**src/rtl/nes_pad_pkg.sv**
```systemverilog
// Shared types and constants for the NES/SNES serial pad reader.
package nes_pad_pkg;

  // Transaction sequencer states
  typedef enum logic [2:0] {
    IDLE  = 3'd0,
    LATCH = 3'd1,
    LOW   = 3'd2,
    HIGH  = 3'd3,
    DONE  = 3'd4
  } pad_state_t;

  // Shift lengths for the two pad families
  localparam int NES_BITS  = 8;
  localparam int SNES_BITS = 16;

  // Bit positions inside a pad's button word (first bit shifted is A)
  localparam int BTN_A      = 0;
  localparam int BTN_B      = 1;
  localparam int BTN_SELECT = 2;
  localparam int BTN_START  = 3;
  localparam int BTN_UP     = 4;
  localparam int BTN_DOWN   = 5;
  localparam int BTN_LEFT   = 6;
  localparam int BTN_RIGHT  = 7;

endpackage

```
**src/rtl/nes_pad_sync.sv**
```systemverilog
// Two-flop synchroniser for the asynchronous pad data lines.
// Resets to all-1 so an idle/unplugged line reads as "not pressed".
module nes_pad_sync #(
  parameter int WIDTH = 2
) (
  input  logic             clk,
  input  logic             reset_n,
  input  logic [WIDTH-1:0] d,
  output logic [WIDTH-1:0] q
);

  logic [WIDTH-1:0] meta;

  // Two back-to-back flops per line; first stage may go metastable
  always_ff @(posedge clk) begin
    if (!reset_n) begin
      meta <= '1;
      q    <= '1;
    end else begin
      meta <= d;
      q    <= meta;
    end
  end

endmodule

```
**src/rtl/nes_pad_reader.sv**
```systemverilog
// Self-timed NES/SNES pad reader: latches all pads, clocks NUM_BITS bits out
// of each in parallel, and publishes active-high button words with a valid
// pulse. Optional periodic polling; requests arriving mid-read coalesce into
// a single follow-up read.
module nes_pad_reader
  import nes_pad_pkg::*;
#(
  parameter int NUM_PADS    = 2,
  parameter int NUM_BITS    = 8,
  parameter int HALF_PERIOD = 6,
  parameter int POLL_CYCLES = 420000
) (
  input  logic                         clk,
  input  logic                         reset_n,
  input  logic                         start,
  input  logic                         auto_en,
  input  logic [NUM_PADS-1:0]          pad_data,
  output logic                         pad_latch,
  output logic                         pad_clk,
  output logic [NUM_PADS*NUM_BITS-1:0] buttons,
  output logic                         valid,
  output logic                         busy
);

  localparam int PW = $clog2(2*HALF_PERIOD);
  localparam int BW = $clog2(NUM_BITS);
  localparam int TW = $clog2(POLL_CYCLES);

  localparam logic [PW-1:0] PH_LATCH_LAST = PW'(2*HALF_PERIOD-1);
  localparam logic [PW-1:0] PH_HALF_LAST  = PW'(HALF_PERIOD-1);
  localparam logic [BW-1:0] BIT_LAST      = BW'(NUM_BITS-1);
  localparam logic [TW-1:0] POLL_LAST     = TW'(POLL_CYCLES-1);

  pad_state_t state, state_nxt;

  logic [PW-1:0] phase;
  logic [BW-1:0] bit_cnt;
  logic [TW-1:0] poll_timer;
  logic          poll_tick;
  logic          pending;
  logic          req;
  logic          go;
  logic          sample;
  logic          last_sample;

  logic [NUM_PADS-1:0]               pad_sync;
  logic [NUM_PADS-1:0][NUM_BITS-1:0] shreg, shreg_nxt;
  logic [NUM_PADS-1:0][NUM_BITS-1:0] btn_q;

  nes_pad_sync #(.WIDTH(NUM_PADS)) u_sync (
    .clk     (clk),
    .reset_n (reset_n),
    .d       (pad_data),
    .q       (pad_sync)
  );

  assign poll_tick   = auto_en && (poll_timer == POLL_LAST);
  assign req         = start | poll_tick;
  assign go          = req | pending;
  assign sample      = (state == LOW) && (phase == PH_HALF_LAST);
  assign last_sample = sample && (bit_cnt == BIT_LAST);

  // Free-running poll timer, parked at zero while polling is disabled
  always_ff @(posedge clk) begin
    if (!reset_n || !auto_en) poll_timer <= '0;
    else if (poll_tick)       poll_timer <= '0;
    else                      poll_timer <= poll_timer + 1'b1;
  end

  // One-deep request memory; cleared when IDLE takes the request
  always_ff @(posedge clk) begin
    if (!reset_n)            pending <= 1'b0;
    else if (state == IDLE)  pending <= 1'b0;
    else if (req)            pending <= 1'b1;
  end

  // State register
  always_ff @(posedge clk) begin
    if (!reset_n) state <= IDLE;
    else          state <= state_nxt;
  end

  // Next-state decode; every timed phase ends on its phase-counter terminal
  always_comb begin
    state_nxt = state;
    unique case (state)
      IDLE:  if (go) state_nxt = LATCH;
      LATCH: if (phase == PH_LATCH_LAST) state_nxt = LOW;
      LOW:   if (phase == PH_HALF_LAST)
               state_nxt = (bit_cnt == BIT_LAST) ? DONE : HIGH;
      HIGH:  if (phase == PH_HALF_LAST) state_nxt = LOW;
      DONE:  state_nxt = IDLE;
      default: state_nxt = IDLE;
    endcase
  end

  // Pad-facing and status outputs are registered from the next state so the
  // off-chip latch/clock lines never see decode glitches
  always_ff @(posedge clk) begin
    if (!reset_n) begin
      pad_latch <= 1'b0;
      pad_clk   <= 1'b0;
      busy      <= 1'b0;
      valid     <= 1'b0;
    end else begin
      pad_latch <= (state_nxt == LATCH);
      pad_clk   <= (state_nxt == HIGH);
      busy      <= (state_nxt != IDLE);
      valid     <= (state_nxt == DONE);
    end
  end

  // Phase counter restarts on every state change
  always_ff @(posedge clk) begin
    if (!reset_n)                phase <= '0;
    else if (state_nxt != state) phase <= '0;
    else if (state == LATCH || state == LOW || state == HIGH)
                                 phase <= phase + 1'b1;
    else                         phase <= '0;
  end

  // Bit index advances at the end of each pad_clk high phase
  always_ff @(posedge clk) begin
    if (!reset_n)                                    bit_cnt <= '0;
    else if (state == IDLE)                          bit_cnt <= '0;
    else if (state == HIGH && phase == PH_HALF_LAST) bit_cnt <= bit_cnt + 1'b1;
  end

  // Capture each pad's synchronised bit at index bit_cnt on the last LOW cycle
  always_comb begin
    shreg_nxt = shreg;
    if (sample) begin
      for (int p = 0; p < NUM_PADS; p++) shreg_nxt[p][bit_cnt] = pad_sync[p];
    end
  end

  // Shift register storage
  always_ff @(posedge clk) begin
    if (!reset_n) shreg <= '0;
    else          shreg <= shreg_nxt;
  end

  // Publish inverted result as DONE is entered, so buttons and valid coincide;
  // an aborted read never reaches here
  always_ff @(posedge clk) begin
    if (!reset_n)         btn_q <= '0;
    else if (last_sample) btn_q <= ~shreg_nxt;
  end

  assign buttons = btn_q;

endmodule

```
**config.mk**
```make
export PLATFORM = sky130hd
export DESIGN_NAME = nes_pad_reader
export DESIGN_NICKNAME = d
export VERILOG_FILES = /design/src/rtl/nes_pad_pkg.sv /design/src/rtl/nes_pad_sync.sv /design/src/rtl/nes_pad_reader.sv
export SDC_FILE = /design/constraint.sdc
export NUM_CORES = 1
export LEC_CHECK = 0
export BUFFER_PORTS_ARGS = -buffer_cell sky130_fd_sc_hd__buf_2
export CAP_MARGIN = 30
export CORE_MARGIN = 8
export CORE_UTILIZATION = 46
export CTS_CLUSTER_DIAMETER = 40
export DETAILED_ROUTE_END_ITERATION = 16
export GPL_ROUTABILITY_DRIVEN = 0
export HOLD_SLACK_MARGIN = 0.05
export PLACE_DENSITY = 0.7
export SLEW_MARGIN = 15
export SYNTH_ARGS = -nofsm -noshare
export SYNTH_HDL_FRONTEND = slang
export SYNTH_SLANG_ARGS = --single-unit
export TNS_END_PERCENT = 50
```
**constraint.sdc**
```tcl
create_clock -name clk -period 4.6 [get_ports clk]
set_input_delay 0.23 -clock clk [delete_from_list [all_inputs] [get_ports clk]]
set_output_delay 0.23 -clock clk [all_outputs]
set_load 0.03 [all_outputs]
```
==> results of run 1 <==
layout by cell type, fill, tap and decap left out, types with 2 or more instances in the layout:
cell type   Yosys  final
nor2_1         28     28
ha_1            5      5
and4_1          4      4
nand3_1        11     11
clkinvlp_4      0      3
xnor2_1        10     10
nand2b_1        4      4
nand4b_1        2      2
inv_1           6      6
nor2b_1        18     18
a21oi_1         5      5
bufinv_16       0      2
o21ai_0         4      4
nand2_1         6      6
xor2_1          7      7
nor4_1          4      4
or3_1           2      2
clkbuf_8        0      9
a31oi_1         4      4
mux2i_1        18     18
dfxtp_1        70     70
and4bb_2        2      2
nand4_1        11     11
buf_2           0     25
a22o_1         15     15
nor3_1          7      7
timing repair:
item	4_1_cts	5_1_grt
endpoints found under the hold margin	1	0
hold buffers	1	0
setup endpoints to repair	0	0
cell families after synthesis:
kind of cell / synth area share
simple gates: 0.2460
fa+ha+maj: 0.02169
xor+xnor: 0.05163
flops: 0.4859
mux: 0.06247
buf+inv: 0.03383
compound gates: 0.09848
cell type report:
| class | count | share of cell area |
|---|---|---|
| timing repair buffer | 26 | 0.04155 |
| multi-input combinational | 188 | 0.4259 |
| clock buffer | 9 | 0.03809 |
| inverter | 6 | 0.006926 |
| tap | 77 | 0.02963 |
| clock inverter | 6 | 0.02693 |
| sequential | 70 | 0.4309 |
power by group through the flow:
stage,logic (uW),registers (uW),clock network (uW)
after global placement,30.3,631,0
after global routing,34.2,617,567
after floorplan,24.6,630,0
final,31.0,617,528
after detailed placement,30.9,631,0
after CTS,31.5,617,543
layer usage:
layer  GRT usage  vias to the layer above
met5           0                        -
met4     0.06632                        0
li1            -                     1036
met2      0.2083                       20
met3     0.04252                        7
met1      0.1474                      938
metrics by stage:
step / cells / instance area (sq um) / setup slack [ns]
3_5_place_dp: 366 / 3030 / 2.595
2_1_floorplan: 274 / 2884 / 2.740
4_1_cts: 382 / 3252 / 2.566
3_3_place_gp: 366 / 3030 / 2.607
6_report: 382 / 3252 / 2.588
5_1_grt: 382 / 3252 / 2.417
critical path: stages, from the launching register on:
cell and delay, ns:
dfxtp_1 0.38, ha_1 0.22, and3b_1 0.40, nand2_4 0.10
nor3_4 0.62, a22o_1 0.23
state kept, by name, summed over array words and instances (netlist names):
register and cells:
bit_cnt 3, busy 1, buttons 16, pad_clk 1, pad_latch 1, pending 1, phase 4, poll_timer 19
shreg 16, state 3, u_sync.meta 2, u_sync.q 2, valid 1
synthesized netlist by cell type, types with 2 or more instances:
cell type | number | area [sq um]
dfxtp_1 | 70 | 1401
a31oi_1 | 4 | 25.02
nor4_1 | 4 | 25.02
nor2b_1 | 18 | 112.6
ha_1 | 5 | 62.56
clkbuf_1 | 4 | 15.01
buf_6 | 4 | 45.04
and4_1 | 4 | 35.03
and4bb_2 | 2 | 25.02
nor2_1 | 28 | 105.1
nor3_1 | 7 | 35.03
a21oi_1 | 5 | 25.02
nand4_1 | 11 | 68.82
xor2_1 | 7 | 61.31
inv_1 | 6 | 22.52
mux2i_1 | 18 | 180.2
or3_1 | 2 | 12.51
xnor2_1 | 10 | 87.58
nand3_1 | 11 | 55.05
o21ai_0 | 4 | 20.02
nand2_1 | 6 | 22.52
buf_4 | 2 | 15.01
nand4b_1 | 2 | 17.52
nand2b_1 | 4 | 25.02
a22o_1 | 15 | 131.4
worst paths after layout:
| check | from | end | slack, ns | depth (start not counted) |
|---|---|---|---|---|
| setup / recovery | phase[0] | buttons[15] | 2.59 | 5 |
| hold reg to reg | u_sync.meta[0] | u_sync.q[0] | 0.41 | 1 |
| setup reg to reg | phase[0] | buttons[15] | 2.59 | 5 |
| hold / removal | pad_data[1] | u_sync.meta[1] | 0.07 | 2 |
==> run_results.csv, run 1 <==
group,metric,value,unit
placed_design,hpwl,3618,microns
global_routing,overflow,0,
timing,worst_slew_pin_slew,0.7283,ns
yosys,ys_seq_area_frac,0.4859,
yosys,synth-seq-cells,70,
clocking,cts_htree_levels,3,
routing,first_pass_iters,4,
power,power.density,361.5,nW/um^2
finish,fillers,565,
routing,met2_length,2508,microns
routing,met1_length,2522,microns
timing,hold_violations,0,
routing,first_iter_violations,49,
timing,rsz0062_at_grt,"false",
global_routing,grt_pass1_wl,9025,microns
routing,route.met3.wl,173,microns
min_path,hold_path_class,"in2reg",
floorplan,die_w,95.18,microns
clocking,cts_tree,"done",
timing,totalNegativeSetupSlack,0,ns
routing,wl_per_cell,13.87,microns
setup_path,worstSetupStartpointType,"flip-flop",
routing,finalWirelength,5298,microns
finish,multi_input_area,1385,sq um
clocking,numCtsBuffers,9,
global_routing,antenna_found_initial,0,
global_routing,grt_pass1_vias,1959,
yosys,synth_cell_type_count,46,
finish,area_growth,12.75,%
global_routing,grt_max_degree,26,
clocking,clock-root-buffer,"clkbuf_8",
clocking,clk_pin_slew_worst_paths,0.07,ns
power,clkPwrFrac,0.449,
power,sequentialPowerShare,0.525,
clocking,cts_sinks,70,
routing,num_vias,2001,
timing,finClkSkew,0.01137,ns
clocking,postCtsSetupRepairBufs,0,
setup_path,worst-path-max-fanout,17,
timing,fmax,497.1,MHz
floorplan,start_util,0.4648,
clocking,worstSkewPairLatency,0.34,ns
yosys,ys.flop_type,"dfxtp_1",
routing,routed_via_density,5.238,
finish,ff_latch_area,1401,sq um
setup_path,crit_path_end_kind,"flip-flop",
yosys,synthesis.nets,285,
power,power.total,1176,uW
clocking,cts.path.max_buffers,2,
setup_path,cp.required,4.88,ns
floorplan,rows,29,
floorplan,ioPinCount,26,
yosys,synthCells,274,
setup_path,arrival,2.29,ns
timing,finalSetupViolations,0,
placed_design,portBuffers,25,
power,power_switching,251.4,uW
power,p_leak,0.001343,uW
yosys,syn_avg_cell_area,10.53,sq um
run,cap_violations,0,
finish,drive_gt1_frac,0.1869,
timing,hold_ws,0.07398,ns
finish,fin_util,0.5241,
timing,drv_slew,0,
yosys,ys.warnings.count,0,
floorplan,die_h,95.18,microns
setup_path,critical_path_class,"reg2reg",
finish,final_nets,312,
global_routing,grtUsageTotal,0.1283,
yosys,synth-edff-count,0,
power,share_comb_of_total_power,0.026,
timing,fin_crit,2.012,ns
routing,drc,0,
power,switching_share,0.2138,
power,ir_worst_vdd,0.0001684,V
power,internal_power,924.3,uW
floorplan,die_area,9059,sq um
floorplan,core,6205,sq um
yosys,synth_area,2884,sq um
clocking,cts_resized,0,
finish,antenna_cells,0,
routing,top_layer_used,"met4",
timing,finalCritPeriodShare,0.4374,
timing,relSlewSlack,0.5129,
yosys,async_reset_ff_frac,0,
routing,ant_nets,0,
run_status,status,"complete, no violations",
(Power assumes the default switching activity.)
==> run 2, diff against run 1 <==
==> constraint.sdc (replaced) <==
create_clock -name clk -period 2 [get_ports clk]
set_input_delay 0.1 -clock clk [delete_from_list [all_inputs] [get_ports clk]]
set_output_delay 0.1 -clock clk [all_outputs]
set_load 0.03 [all_outputs]
==> run_results.csv, run 2 (synthesis gave the netlist of run 1 again) <==
group,metric,value,unit
power,switching_share,0.2031,
placed_design,portBuffers,25,
floorplan,die_h,95.18,microns
global_routing,met2_usage,0.2232,
routing,num_vias,2075,
setup_path,r2r_cells,5,
timing,worst_slew_pin_slew,0.6514,ns
setup_path,crit_path_end_kind,"flip-flop",
floorplan,die_area,9059,sq um
global_routing,grt_pass1_vias,2031,
routing,drc,0,
timing,drv_slew,0,
global_routing,top_usage_layer,"met2",
timing,fmax,554.5,MHz
clocking,cts_sinks,70,
timing,finalSetupViolations,0,
routing,routed_via_density,5.321,
global_routing,grt_use_met3,0.04173,
clocking,cts.path.max_buffers,2,
min_path,hold_path_class,"in2reg",
global_routing,met1_usage,0.1466,
setup_path,worstSetupStartpointType,"flip-flop",
placed_design,hpwl,3778,microns
routing,finalWirelength,5453,microns
floorplan,die_w,95.18,microns
floorplan,ioPinCount,26,
power,internal_power,2266,uW
finish,final_nets,319,
floorplan,core,6205,sq um
setup_path,critical_path_class,"reg2reg",
global_routing,grtUsageTotal,0.1323,
routing,wl_per_cell,13.98,microns
routing,ant_nets,0,
floorplan,start_util,0.4648,
clocking,cts_tree,"done",
clocking,postCtsSetupRepairBufs,0,
power,p_leak,0.001391,uW
clocking,worstSkewPairLatency,0.34,ns
run,cap_violations,0,
power,sequentialPowerShare,0.499,
routing,first_iter_violations,50,
timing,finClkSkew,0.01094,ns
global_routing,antenna_found_initial,0,
global_routing,grt_max_degree,25,
power,ir_worst_vdd,0.0004960,V
clocking,numCtsBuffers,9,
floorplan,rows,29,
power,power_switching,577.5,uW
timing,hold_violations,0,
timing,finalCritPeriodShare,0.9018,
timing,relSlewSlack,0.5620,
finish,final_cell_mix,"dfxtp_1, nor2_1, buf_2, nor2b_1, mux2i_1",
finish,antenna_cells,0,
min_path,hold_depth,3,
clocking,clk_pin_slew_worst_paths,0.08,ns
setup_path,worst-path-max-fanout,16,
clocking,cts_htree_levels,3,
timing,fin_ws,0.1964,ns
run_status,status,"complete, no violations",
finish,largest_reg_flops,19,
power,share_comb_of_total_power,0.027,
timing,totalNegativeSetupSlack,0,ns
power,power.density,851.9,nW/um^2
placed_design,dp_slack,0.2078,ns
routing,first_pass_iters,4,
global_routing,grt_pass1_wl,9294,microns
timing,fin_crit,1.804,ns
setup_path,cp.required,2.25,ns
power,clkPwrFrac,0.474,
finish,final_common_cell,"dfxtp_1",
setup_path,arrival,2.05,ns
timing,rsz0062_at_grt,"false",
finish,drive_gt1_frac,0.1949,
global_routing,overflow,0,
finish,largest-register,"poll_timer",
clocking,clock-root-buffer,"clkbuf_8",
finish,area_growth,15.75,%
==> run 2: cell count changes in the layout (fill, tap and decap cells not counted), sizes merged <==
cell | previous run | this run
dlygate4sd3 | 1 | 4
buf | 25 | 29
clkinvlp | 3 | 2
bufinv | 2 | 3
clkbuf | 9 | 10
==> run 2: final timing paths <==
check	startpoint	endpoint	slack, ns
max	bit_cnt[0]	buttons[13]	0.20
min	reset_n	state[0]	0.17
max reg2reg	bit_cnt[0]	buttons[13]	0.20
min reg2reg	u_sync.meta[1]	u_sync.q[1]	0.41
==> run 2: routing by layer <==
metal,share of wire,wire length (microns)
met1,0.44,2413
met2,0.50,2719
met3,0.043,232
met4,0.016,87
met5,0,0
==> run 2: cell type report <==
class	instances	area, sq um
Fill cell	551	2867
Sequential cell	70	1401
Multi-Input combinational cell	188	1385
Timing Repair Buffer	33	195.2
Clock buffer	10	127.6
Clock inverter	6	110.1
Tap cell	77	96.34
Inverter	6	22.52
==> run 2: power groups by stage <==
stage | combinational (uW) | clock, uW | sequential (uW)
CTS | 79.8 | 1370 | 1420
floorplan | 56.5 | 0 | 1450
global route | 87.1 | 1430 | 1420
finish | 78.1 | 1350 | 1420
detailed placement | 73.9 | 0 | 1450
global placement | 71.8 | 0 | 1450
==> run 2: repair_timing <==
action                    CTS  global route
gates resized for setup     0             0
hold buffers                4             0
hold endpoints to repair    5             0
==> run 2: per-stage QoR <==
stage            util  hold slack, ns  cell area (sq um)  power (uW)  instances
6_report       0.5380          0.1669               3338        2844        390
5_1_grt        0.5380          0.1688               3338        2936        390
4_1_cts        0.5380          0.1626               3338        2873        390
3_5_place_dp   0.4932          0.2857               3060        1525        370
3_3_place_gp   0.4932          0.2854               3060        1523        370
2_1_floorplan       -          0.1730               2884        1506        274
==> run 2: critical path, stage by stage, from the launching register on <==
cell and delay (ns):
dfxtp_1 0.46, ha_1 0.19, ha_1 0.15, inv_1 0.06, o41a_4 0.57, a22o_4 0.28
==> run 3, diff against run 2 <==
--- a/config.mk
+++ b/config.mk
@@ -8,12 +8,12 @@
 export BUFFER_PORTS_ARGS = -buffer_cell sky130_fd_sc_hd__buf_2
 export CAP_MARGIN = 30
 export CORE_MARGIN = 8
-export CORE_UTILIZATION = 46
+export CORE_UTILIZATION = 40
 export CTS_CLUSTER_DIAMETER = 40
 export DETAILED_ROUTE_END_ITERATION = 16
 export GPL_ROUTABILITY_DRIVEN = 0
 export HOLD_SLACK_MARGIN = 0.05
-export PLACE_DENSITY = 0.7
+export PLACE_DENSITY = 0.63
 export SLEW_MARGIN = 15
 export SYNTH_ARGS = -nofsm -noshare
 export SYNTH_HDL_FRONTEND = slang
==> constraint.sdc (replaced) <==
create_clock -name clk -period 2 [get_ports clk]
set_input_delay 0.4 -clock clk [delete_from_list [all_inputs] [get_ports clk]]
set_output_delay 0.4 -clock clk [all_outputs]
set_load 0.03 [all_outputs]
==> run_results.csv, run 3 (synthesis gave the netlist of run 1 again) <==
group,metric,value,unit
timing,hold_violations,0,
setup_path,cp.required,2.24,ns
clocking,worstSkewPairLatency,0.34,ns
setup_path,r2r-start,"bit_cnt[1]",
routing,first_iter_violations,56,
timing,worst_slew_pin_slew,0.5090,ns
timing,fin_crit,1.814,ns
clocking,cts_resized,0,
floorplan,core,7098,sq um
timing,finClkSkew,0.008089,ns
finish,area_growth,16.44,%
setup_path,crit_path_end_kind,"flip-flop",
setup_path,cp_num_buf_inv,1,
global_routing,grt_pass1_vias,1984,
timing,totalNegativeSetupSlack,0,ns
setup_path,cpLargestDelayFamily,"compound AO/OA/AOI/OAI gates",
power,power.density,892.8,nW/um^2
floorplan,die_area,10180,sq um
finish,antenna_cells,0,
timing,fin_ws,0.1864,ns
finish,largest-register,"poll_timer",
finish,largest_reg_flops,19,
clocking,cts_sinks,70,
setup_path,worst-path-max-fanout,16,
setup_path,crit_path_cell_trace,"ha_1, ha_1, inv_1, o41a_4, a22o_4",
timing,finalCritPeriodShare,0.9068,
global_routing,grtUsageTotal,0.1178,
clocking,clk_pin_slew_worst_paths,0.08,ns
min_path,min_to,"u_sync.meta[0]",
timing,relSlewSlack,0.6578,
run,cap_violations,0,
floorplan,die_h,100.9,microns
setup_path,r2r_cells,5,
setup_path,critPathSlowestCell,"o41a_4",
clocking,cts_htree_levels,3,
timing,hold_ws,0.2371,ns
setup_path,worstSetupStartpointType,"flip-flop",
clocking,cts.path.max_buffers,2,
placed_design,placed_area,3088,sq um
finish,stdcell_area,3358,sq um
power,p_leak,0.001396,uW
global_routing,grt_pass1_wl,9446,microns
routing,routed_via_density,4.956,
timing,drv_slew,0,
finish,final_common_cell,"dfxtp_1",
clocking,postCtsSetupRepairBufs,0,
min_path,hold_depth,2,
setup_path,arrival,2.06,ns
run_status,status,"complete, no violations",
setup_path,rrSetupSlack,0.19,ns
clocking,hold_buffers,0,
floorplan,start_util,0.4063,
power,ir_worst_vdd,0.0003209,V
timing,finalSetupViolations,0,
floorplan,ioPinCount,26,
setup_path,startpoint,"bit_cnt[1]",
clocking,clock-root-buffer,"clkbuf_8",
clocking,numCtsBuffers,9,
routing,num_vias,2022,
floorplan,die_w,100.9,microns
clocking,cts_tree,"done",
min_path,hold_path_class,"in2reg",
timing,rsz0062_at_grt,"false",
floorplan,rows,31,
finish,drive_gt1_frac,0.2006,
placed_design,dp_slack,0.1900,ns
routing,first_pass_iters,4,
setup_path,critical_path_class,"reg2reg",
routing,ant_nets,0,
placed_design,hpwl,3720,microns
timing,fmax,551.4,MHz
routing,wl_per_cell,13.17,microns
routing,drc,0,
finish,final_nets,315,
finish,final_cell_mix,"dfxtp_1, nor2_1, buf_2, nor2b_1, mux2i_1",
global_routing,overflow,0,
routing,finalWirelength,5372,microns
min_path,min_from,"pad_data[0]",
global_routing,grt_max_degree,25,
placed_design,portBuffers,25,
setup_path,crit_top_cell,"ha_1",
setup_path,slowest_delay,0.56,ns
global_routing,antenna_found_initial,0,
setup_path,timing.rr.end,"buttons[13]",
run 3: area by class of cell:
type,instances,area [sq um]
clock inverter,7,146.4
sequential,70,1401
multi-input combinational,188,1385
timing repair buffer,29,155.1
tap,99,123.9
fill,673,3740
inverter,6,22.52
clock buffer,9,123.9
run 3: worst max path at each step:
stage                     slack [ns]          end  cells past startpoint
after floorplan                 0.14  buttons[13]                      6
after global placement          0.23  buttons[13]                      5
after detailed placement        0.19  buttons[13]                      5
after CTS                       0.19  buttons[13]                      5
after global routing            0.06     state[0]                      5
final                           0.19  buttons[13]                      5
run 3: metrics by stage:
step	std cells	utilization	total power (uW)
after detailed placement	392	0.4350	1526
after global placement	392	0.4350	1525
after global routing	408	0.4731	3124
after CTS	408	0.4731	3035
final	408	0.4731	2998
after floorplan	274	-	1506
run 3: metal layers:
metal | wire length (microns) | global-route usage
met4 | 91 | 0.05498
met5 | 0 | 0
met2 | 2564 | 0.1890
met3 | 199 | 0.03660
met1 | 2517 | 0.1399
run 3: where the power goes:
part           internal [uW]  switching, uW
combinational           29.2           42.9
sequential              1410           13.1
clock                    960            547
total                   2400            603
